## src/rtl/imem_loader.sv

```systemverilog
// Byte-stream program loader for the instruction memory write port.
// Holds the CPU in reset until a checksum-verified image is in IM.
module imem_loader #(
  parameter int          ADDR_W    = 10,
  parameter logic [31:0] BASE_ADDR = 32'h0000_3000
) (
  input  logic              clk,
  input  logic              reset,
  input  logic              start,
  input  logic              byte_valid,
  input  logic [7:0]        byte_data,
  output logic              byte_ready,
  output logic              mem_we,
  output logic [ADDR_W-1:0] mem_addr,
  output logic [31:0]       mem_wdata,
  output logic [31:0]       mem_byte_addr,
  output logic              cpu_hold,
  output logic              done,
  output logic              error,
  output logic [ADDR_W:0]   words_written
);

  typedef enum logic [2:0] {
    IDLE, HDR_HI, HDR_LO, DATA, CHECK, DONE, ERR
  } state_t;

  localparam logic [16:0] CAP = 17'(1) << ADDR_W;

  state_t      state;
  logic [15:0] count;
  logic [23:0] word;
  logic [7:0]  xsum;
  logic [1:0]  byte_idx;

  logic        xfer;
  logic [15:0] hdr;
  logic [ADDR_W:0] wnext;
  logic [31:0] waddr_b;

  // Ready is a pure function of state so the source sees no comb path.
  assign byte_ready = (state == HDR_HI) || (state == HDR_LO) ||
                      (state == DATA)   || (state == CHECK);

  assign xfer  = byte_valid & byte_ready;
  assign hdr   = {count[15:8], byte_data};
  assign wnext = words_written + 1'b1;
  assign waddr_b = BASE_ADDR +
    {{(30-ADDR_W){1'b0}}, words_written[ADDR_W-1:0], 2'b00};

  // Loader FSM with all outputs registered; mem_we is a one-cycle pulse.
  always_ff @(posedge clk) begin
    if (reset) begin
      state         <= IDLE;
      count         <= '0;
      word          <= '0;
      xsum          <= '0;
      byte_idx      <= '0;
      mem_we        <= 1'b0;
      mem_addr      <= '0;
      mem_wdata     <= '0;
      mem_byte_addr <= '0;
      cpu_hold      <= 1'b0;
      done          <= 1'b0;
      error         <= 1'b0;
      words_written <= '0;
    end else begin
      mem_we <= 1'b0;
      unique case (state)
        IDLE, DONE, ERR: begin
          if (start) begin
            state         <= HDR_HI;
            cpu_hold      <= 1'b1;
            done          <= 1'b0;
            error         <= 1'b0;
            words_written <= '0;
            xsum          <= '0;
            byte_idx      <= '0;
          end
        end
        HDR_HI: begin
          if (xfer) begin
            count[15:8] <= byte_data;
            state       <= HDR_LO;
          end
        end
        HDR_LO: begin
          if (xfer) begin
            count[7:0] <= byte_data;
            if (hdr == 16'h0) begin
              state <= CHECK;
            end else if ({1'b0, hdr} > CAP) begin
              state <= ERR;
              error <= 1'b1;
            end else begin
              state <= DATA;
            end
          end
        end
        DATA: begin
          if (xfer) begin
            word     <= {word[15:0], byte_data};
            xsum     <= xsum ^ byte_data;
            byte_idx <= byte_idx + 2'd1;
            if (byte_idx == 2'd3) begin
              mem_we        <= 1'b1;
              mem_addr      <= words_written[ADDR_W-1:0];
              mem_wdata     <= {word, byte_data};
              mem_byte_addr <= waddr_b;
              words_written <= wnext;
              if (32'(wnext) == 32'(count))
                state <= CHECK;
            end
          end
        end
        CHECK: begin
          if (xfer) begin
            if (byte_data == xsum) begin
              state    <= DONE;
              done     <= 1'b1;
              cpu_hold <= 1'b0;
            end else begin
              state <= ERR;
              error <= 1'b1;
            end
          end
        end
        default: state <= IDLE;
      endcase
    end
  end

endmodule
```

## config.mk

```make
export PLATFORM = sky130hd
export DESIGN_NAME = imem_loader
export DESIGN_NICKNAME = d
export VERILOG_FILES = /design/src/rtl/imem_loader.sv
export SDC_FILE = /design/constraint.sdc
export NUM_CORES = 1
export LEC_CHECK = 0
export ABC_AREA = 1
export CORE_MARGIN = 5
export CORE_UTILIZATION = 43
export CTS_CLUSTER_SIZE = 25
export DETAILED_ROUTE_END_ITERATION = 6
export GPL_ROUTABILITY_DRIVEN = 1
export PLACE_DENSITY = 0.69
export SYNTH_ARGS = -nofsm -noshare
export SYNTH_HDL_FRONTEND = slang
export SYNTH_SLANG_ARGS = --single-unit
```

## constraint.sdc

```tcl
create_clock -name clk -period 2.45 [get_ports clk]
set_input_delay 0.3675 -clock clk [delete_from_list [all_inputs] [get_ports clk]]
set_output_delay 0.3675 -clock clk [all_outputs]
set_load 0.01 [all_outputs]
```

### Word-level counts from Yosys, hierarchy flattened

Index checks and enable logic that the tools add are counted.

* bits in registers: 142
* word-level logic and storage cells: 97
* output and inout bits: 90
* bits of input ports: 12

* reduce and logical (&&, ||, !) cells: 19
* magnitude comparators: 1
* bitwise gates (word level): 4
* multiplexer cells: 36
* $add $sub $neg: 3
* eq/ne operators: 20

Operators with widths (number)
* $mux W11: 3
* $mux W3: 9
* $pmux W11 S2: 1
* $eq A11 B16 Y1: 1
* $gt A16 B11 Y1 const B: 1
* $logic_not A16 Y1: 1
* $mux W8: 2
* $pmux W8 S2: 1
* $add A14 B12 Y15 const A: 1
* $pmux W3 S5: 1
* $ne A2 B2 Y1 const B: 7
* $reduce_and A7 Y1: 2
* $mux W1: 12
* $add A11 B1 Y11 const B: 1
* $eq A3 B3 Y1 const B: 3
* $eq A8 B8 Y1: 1
* $ne A2 B1 Y1 const B: 4
* $reduce_and A4 Y1: 2
* $xor A8 B8 Y8: 1
* $eq A3 B2 Y1 const B: 2
* $mux W2: 3
* $reduce_and A2 Y1: 3
* $reduce_and A3 Y1: 2
* $reduce_or A3 Y1: 2
* 12 further kinds: 17

### Depth between registers and ports, before layout

* depth in word-level cells: 7
* gate-level depth with buffers: 15
* depth with buffers taken out: 15

### Worst setup path after synthesis

No wires, ideal clock.

* path type: reg-to-reg
* from: register words_written[1]
* to: register state[2]
* data required time: 2.335 ns
* setup slack: 0.604 ns
* clock period less this slack: 1.846 ns
* setup time: 0.115 ns
* arrival time: 1.731 ns
* path buffers: 0
* cell stages (with the launch flop): 15
* path through: dfxtp_1 -> ha_1 -> nand2_1 -> nor2_1 -> nand2_1 -> nand2_1 -> nand2_1 -> nand2_1 -> nand2_1 -> nor2_1 -> nand3_1 -> o21bai_2 -> nand3_1 -> nand2_1 -> nor2_1

* longest elaborated chain between the ends: 4

Ends and longest elaborated chain
* start, declared: RTL line 20 `output logic [ADDR_W:0] words_written`
* start signal, assigned: RTL line 109 `words_written <= wnext;`
* $add A11 B1 Y11: RTL line 46 `assign wnext = words_written + 1'b1;`
* $eq A11 B16 Y1: RTL line 110 `if (32'(wnext) == 32'(count))`
* $ne A2 B1 Y1 (no source line)
* $reduce_and A7 Y1 (no source line)
* end signal, assigned: RTL line 53 `state <= IDLE;`
* end signal, assigned: RTL line 111 `state <= CHECK;`
* end signal, assigned: RTL line 118 `state <= DONE;`
* end, declared: RTL line 29 `state_t state;`

Every way passes these cells.
A chain may end at the register's enable or synchronous reset.

### Final worst setup path

* from: register state[2]
* to: output byte_ready

* longest elaborated chain between the ends: 4
* elaborated cells between the ends (all ways): 7
* those cells by class: 4 x eq/ne; 3 x reduce/logical

Ends and longest elaborated chain
* start signal, assigned: RTL line 53
* start signal, assigned: RTL line 71 `state <= HDR_HI;`
* start signal, assigned: RTL line 83 `state <= HDR_LO;`
* $eq A3 B1 Y1 / $eq A3 B2 Y1 (equally long branches): RTL line 41 `assign byte_ready = (state == HDR_HI) || (state == HDR_LO) ||`
* $logic_or A1 B1 Y1 (2 in a row): RTL line 41
* $logic_or A1 B1 Y1 (*): RTL line 42 `(state == DATA) || (state == CHECK);`
* end, declared: RTL line 12 `output logic byte_ready,`

Mark *: on every way between the ends. The rest lies on a longest branch, timed or not.

==> summary.txt <==
core box area = 10,940 um^2
diode count = 0
First-pass DRT Iterations = 5
unrepaired setup endpoints after global routing = false
post-place setup slack = 220.0 ps
DRC Markers = 0
Setup Skew = 4.480 ps
initial core utilization = 44.38%
FMAX = 477.7 MHz
Final Hold Vio Count = 0
Post-Syn Area = 4853 um^2
largest net degree at the start of global routing = 64
row count = 38
Global Route Usage Sum = 17.95%
post-synthesis sequential area ratio = 45.78%
Max Cap Violations = 0
post-CTS setup buffers = 0
Final TNS setup = 0 ps
I/O Pins = 102
Clock Tree Buf Depth = 2
CTS tree = built
share of the synthesized area in the top cell type = 45.78%
Clock Latency Late Sink = 340 ps
M3 GR Usage = 3.575%
post-synth top area cell = dfxtp_1
CTS root buf = clkbuf_16
arrival time of the worst setup path = 1730 ps
worst min-delay path class = flop to flop
initial antenna violation count = 0
ANT nets after route = 0
number of global-route vias before repair = 3,983
final period demand of the worst path = 2093 ps
Setup CP Type = flop to output port
Top Usage Layer GRT = met2
Post-synth EDFFs = 0
area delta synth->final = 23.41%
met1 usage = 24.43%
routing usage on met2 = 29.06%
Setup crit start kind = flop
Reg2Reg Setup Slack = 420 ps
Nets = 731
cts hold-fix bufs = 0
Final setup viols = 0
post-route insts no fill = 862
post-CTS sizing = 0
Yosys reg bits = 111
outcome = finished clean
WL final = 12,200 um
TritonCTS buffer count = 9
leakage = 2.448 nW
worst path required time = 2080 ps
Worst setup EP type = output port
Post-Syn Area per Cell = 7.478 um^2
CP max FO = 7
die area = 13,510 um^2
routed vias/inst = 4.970
peak supply drop = 0.0004583 V
total power draw = 4.569 mW
top post-synthesis cells by area = dfxtp_1 (46%), a21oi_1 (9.3%), o21ai_0 (9.2%), nand2_1 (7.3%), nor2_1 (5.3%)
H-tree lvl count = 3
Final Wtd Congestion = 0.8445
Post-synth top cells = dfxtp_1 (111), nand2_1 (94), a21oi_1 (90)
final worst setup slack = 356.6 ps
DP HPWL = 8891 um
cells after synthesis = 649
starting DRC count in detailed routing = 294
Final Cell Area = 5989 um^2
Die Y = 116.2 um
count of input and output buffers = 81
Async S/R FF share, synth = 0%
first-pass GRT wire length = 19,290 um
fin crit share = 85.45%
Chip Width = 116.2 um
clock transition at the registers of the reported paths = 70 ps
library cells used by synthesis = 33
total congestion overflow = 0
Post-synth top flop = dfxtp_1
most frequent cell after synthesis = dfxtp_1
placed cell area = 5708 um^2
Yosys Warn Count = 0
Clock Sinks = 111
routed length per instance = 14.15 um
Pwr Density = 762.8 nW/um^2
layout cells sized above 1 = 6.233%
fin. max-slew vios = 0
vias = 4,284
placed cell count = 846
-- flip-flops by register name (all words and copies together), names as in the netlist --
| name | count |
|---|---|
| mem_wdata | 32 |
| word | 24 |
| count | 16 |
| words_written | 11 |
| mem_addr | 9 |
| xsum | 8 |
| state | 3 |
| byte_idx | 2 |
| mem_byte_addr | 2 |
| cpu_hold | 1 |
| done | 1 |
| error | 1 |
| mem_we | 1 |
-- stage by stage --
stage | hold slack, ps | util, %
6_report | 468.6 | 54.77
5_1_grt | 492.2 | 54.77
4_1_cts | 473.0 | 54.77
3_5_place_dp | 458.5 | 52.20
3_3_place_gp | 452.1 | 52.20
2_1_floorplan | 436.6 | -
-- critical path, stage by stage (launching register included) --
cell and delay, ps:
dfxtp_1 500, nand3_1 230, nand2_1 120, clkdlybuf4s50_1 530
-- cell type report --
class	instances	area, um^2
Fill cell	1052	4946
Sequential cell	111	2222
Inverter	60	230.2
Clock buffer	11	242.7
Tap cell	140	175.2
Clock inverter	5	38.79
Multi-Input combinational cell	438	2112
Timing Repair Buffer	97	968.4
-- worst paths after layout --
kind / startpoint / to / depth (start not counted)
max reg2reg: words_written[0]$_SDFFE_PP0P_ / state[1]$_SDFFE_PP0P_ / 14
max: state[2]$_SDFFE_PP0P_ / byte_ready / 3
min reg2reg: word[7]$_SDFFE_PP0P_ / word[15]$_SDFFE_PP0P_ / 2
min: word[7]$_SDFFE_PP0P_ / word[15]$_SDFFE_PP0P_ / 2
-- power by group --
part / switching (mW) / internal, mW
Combinational: 0.697 / 0.409
Clock: 0.658 / 0.728
Sequential: 0.115 / 1.96
-- cells in the final DEF (no fill, tap or decap), types with 2 or more instances in the layout --
master             n
inv_4              2
nand3_1           34
nand3b_1           3
buf_12             3
nand4_1            6
o21ai_1            2
xnor2_1            4
a21oi_1           90
inv_1             53
o211a_1            5
dfxtp_1          111
inv_2              5
buf_4             13
o21ai_0           89
clkbuf_16          9
nor2_8             2
nand2_2            2
nor2_1            69
clkdlybuf4s50_1   81
conb_1            20
xor2_1             4
nor3_1             4
clkinv_2           2
nand2_1           94
ha_1               2
-- cells by family after synthesis --
family | count (synthesis) | share of synthesized area (%)
AOI/OAI and AO/OA | 190 | 20.37
xor gates and xnor gates | 8 | 1.444
adders and majority gates | 2 | 0.5155
buffers and inverters | 119 | 12.17
DFF | 111 | 45.78
other | 1 | 0.07727
and+or+nand+nor | 218 | 19.64
-- metal layers --
layer,wire length (um),share of wire [%]
met4,104,0.85
met1,5854,48
met2,5665,46
met5,0,0
met3,571,4.7
No activity file was read; power rests on OpenSTA's default activity.
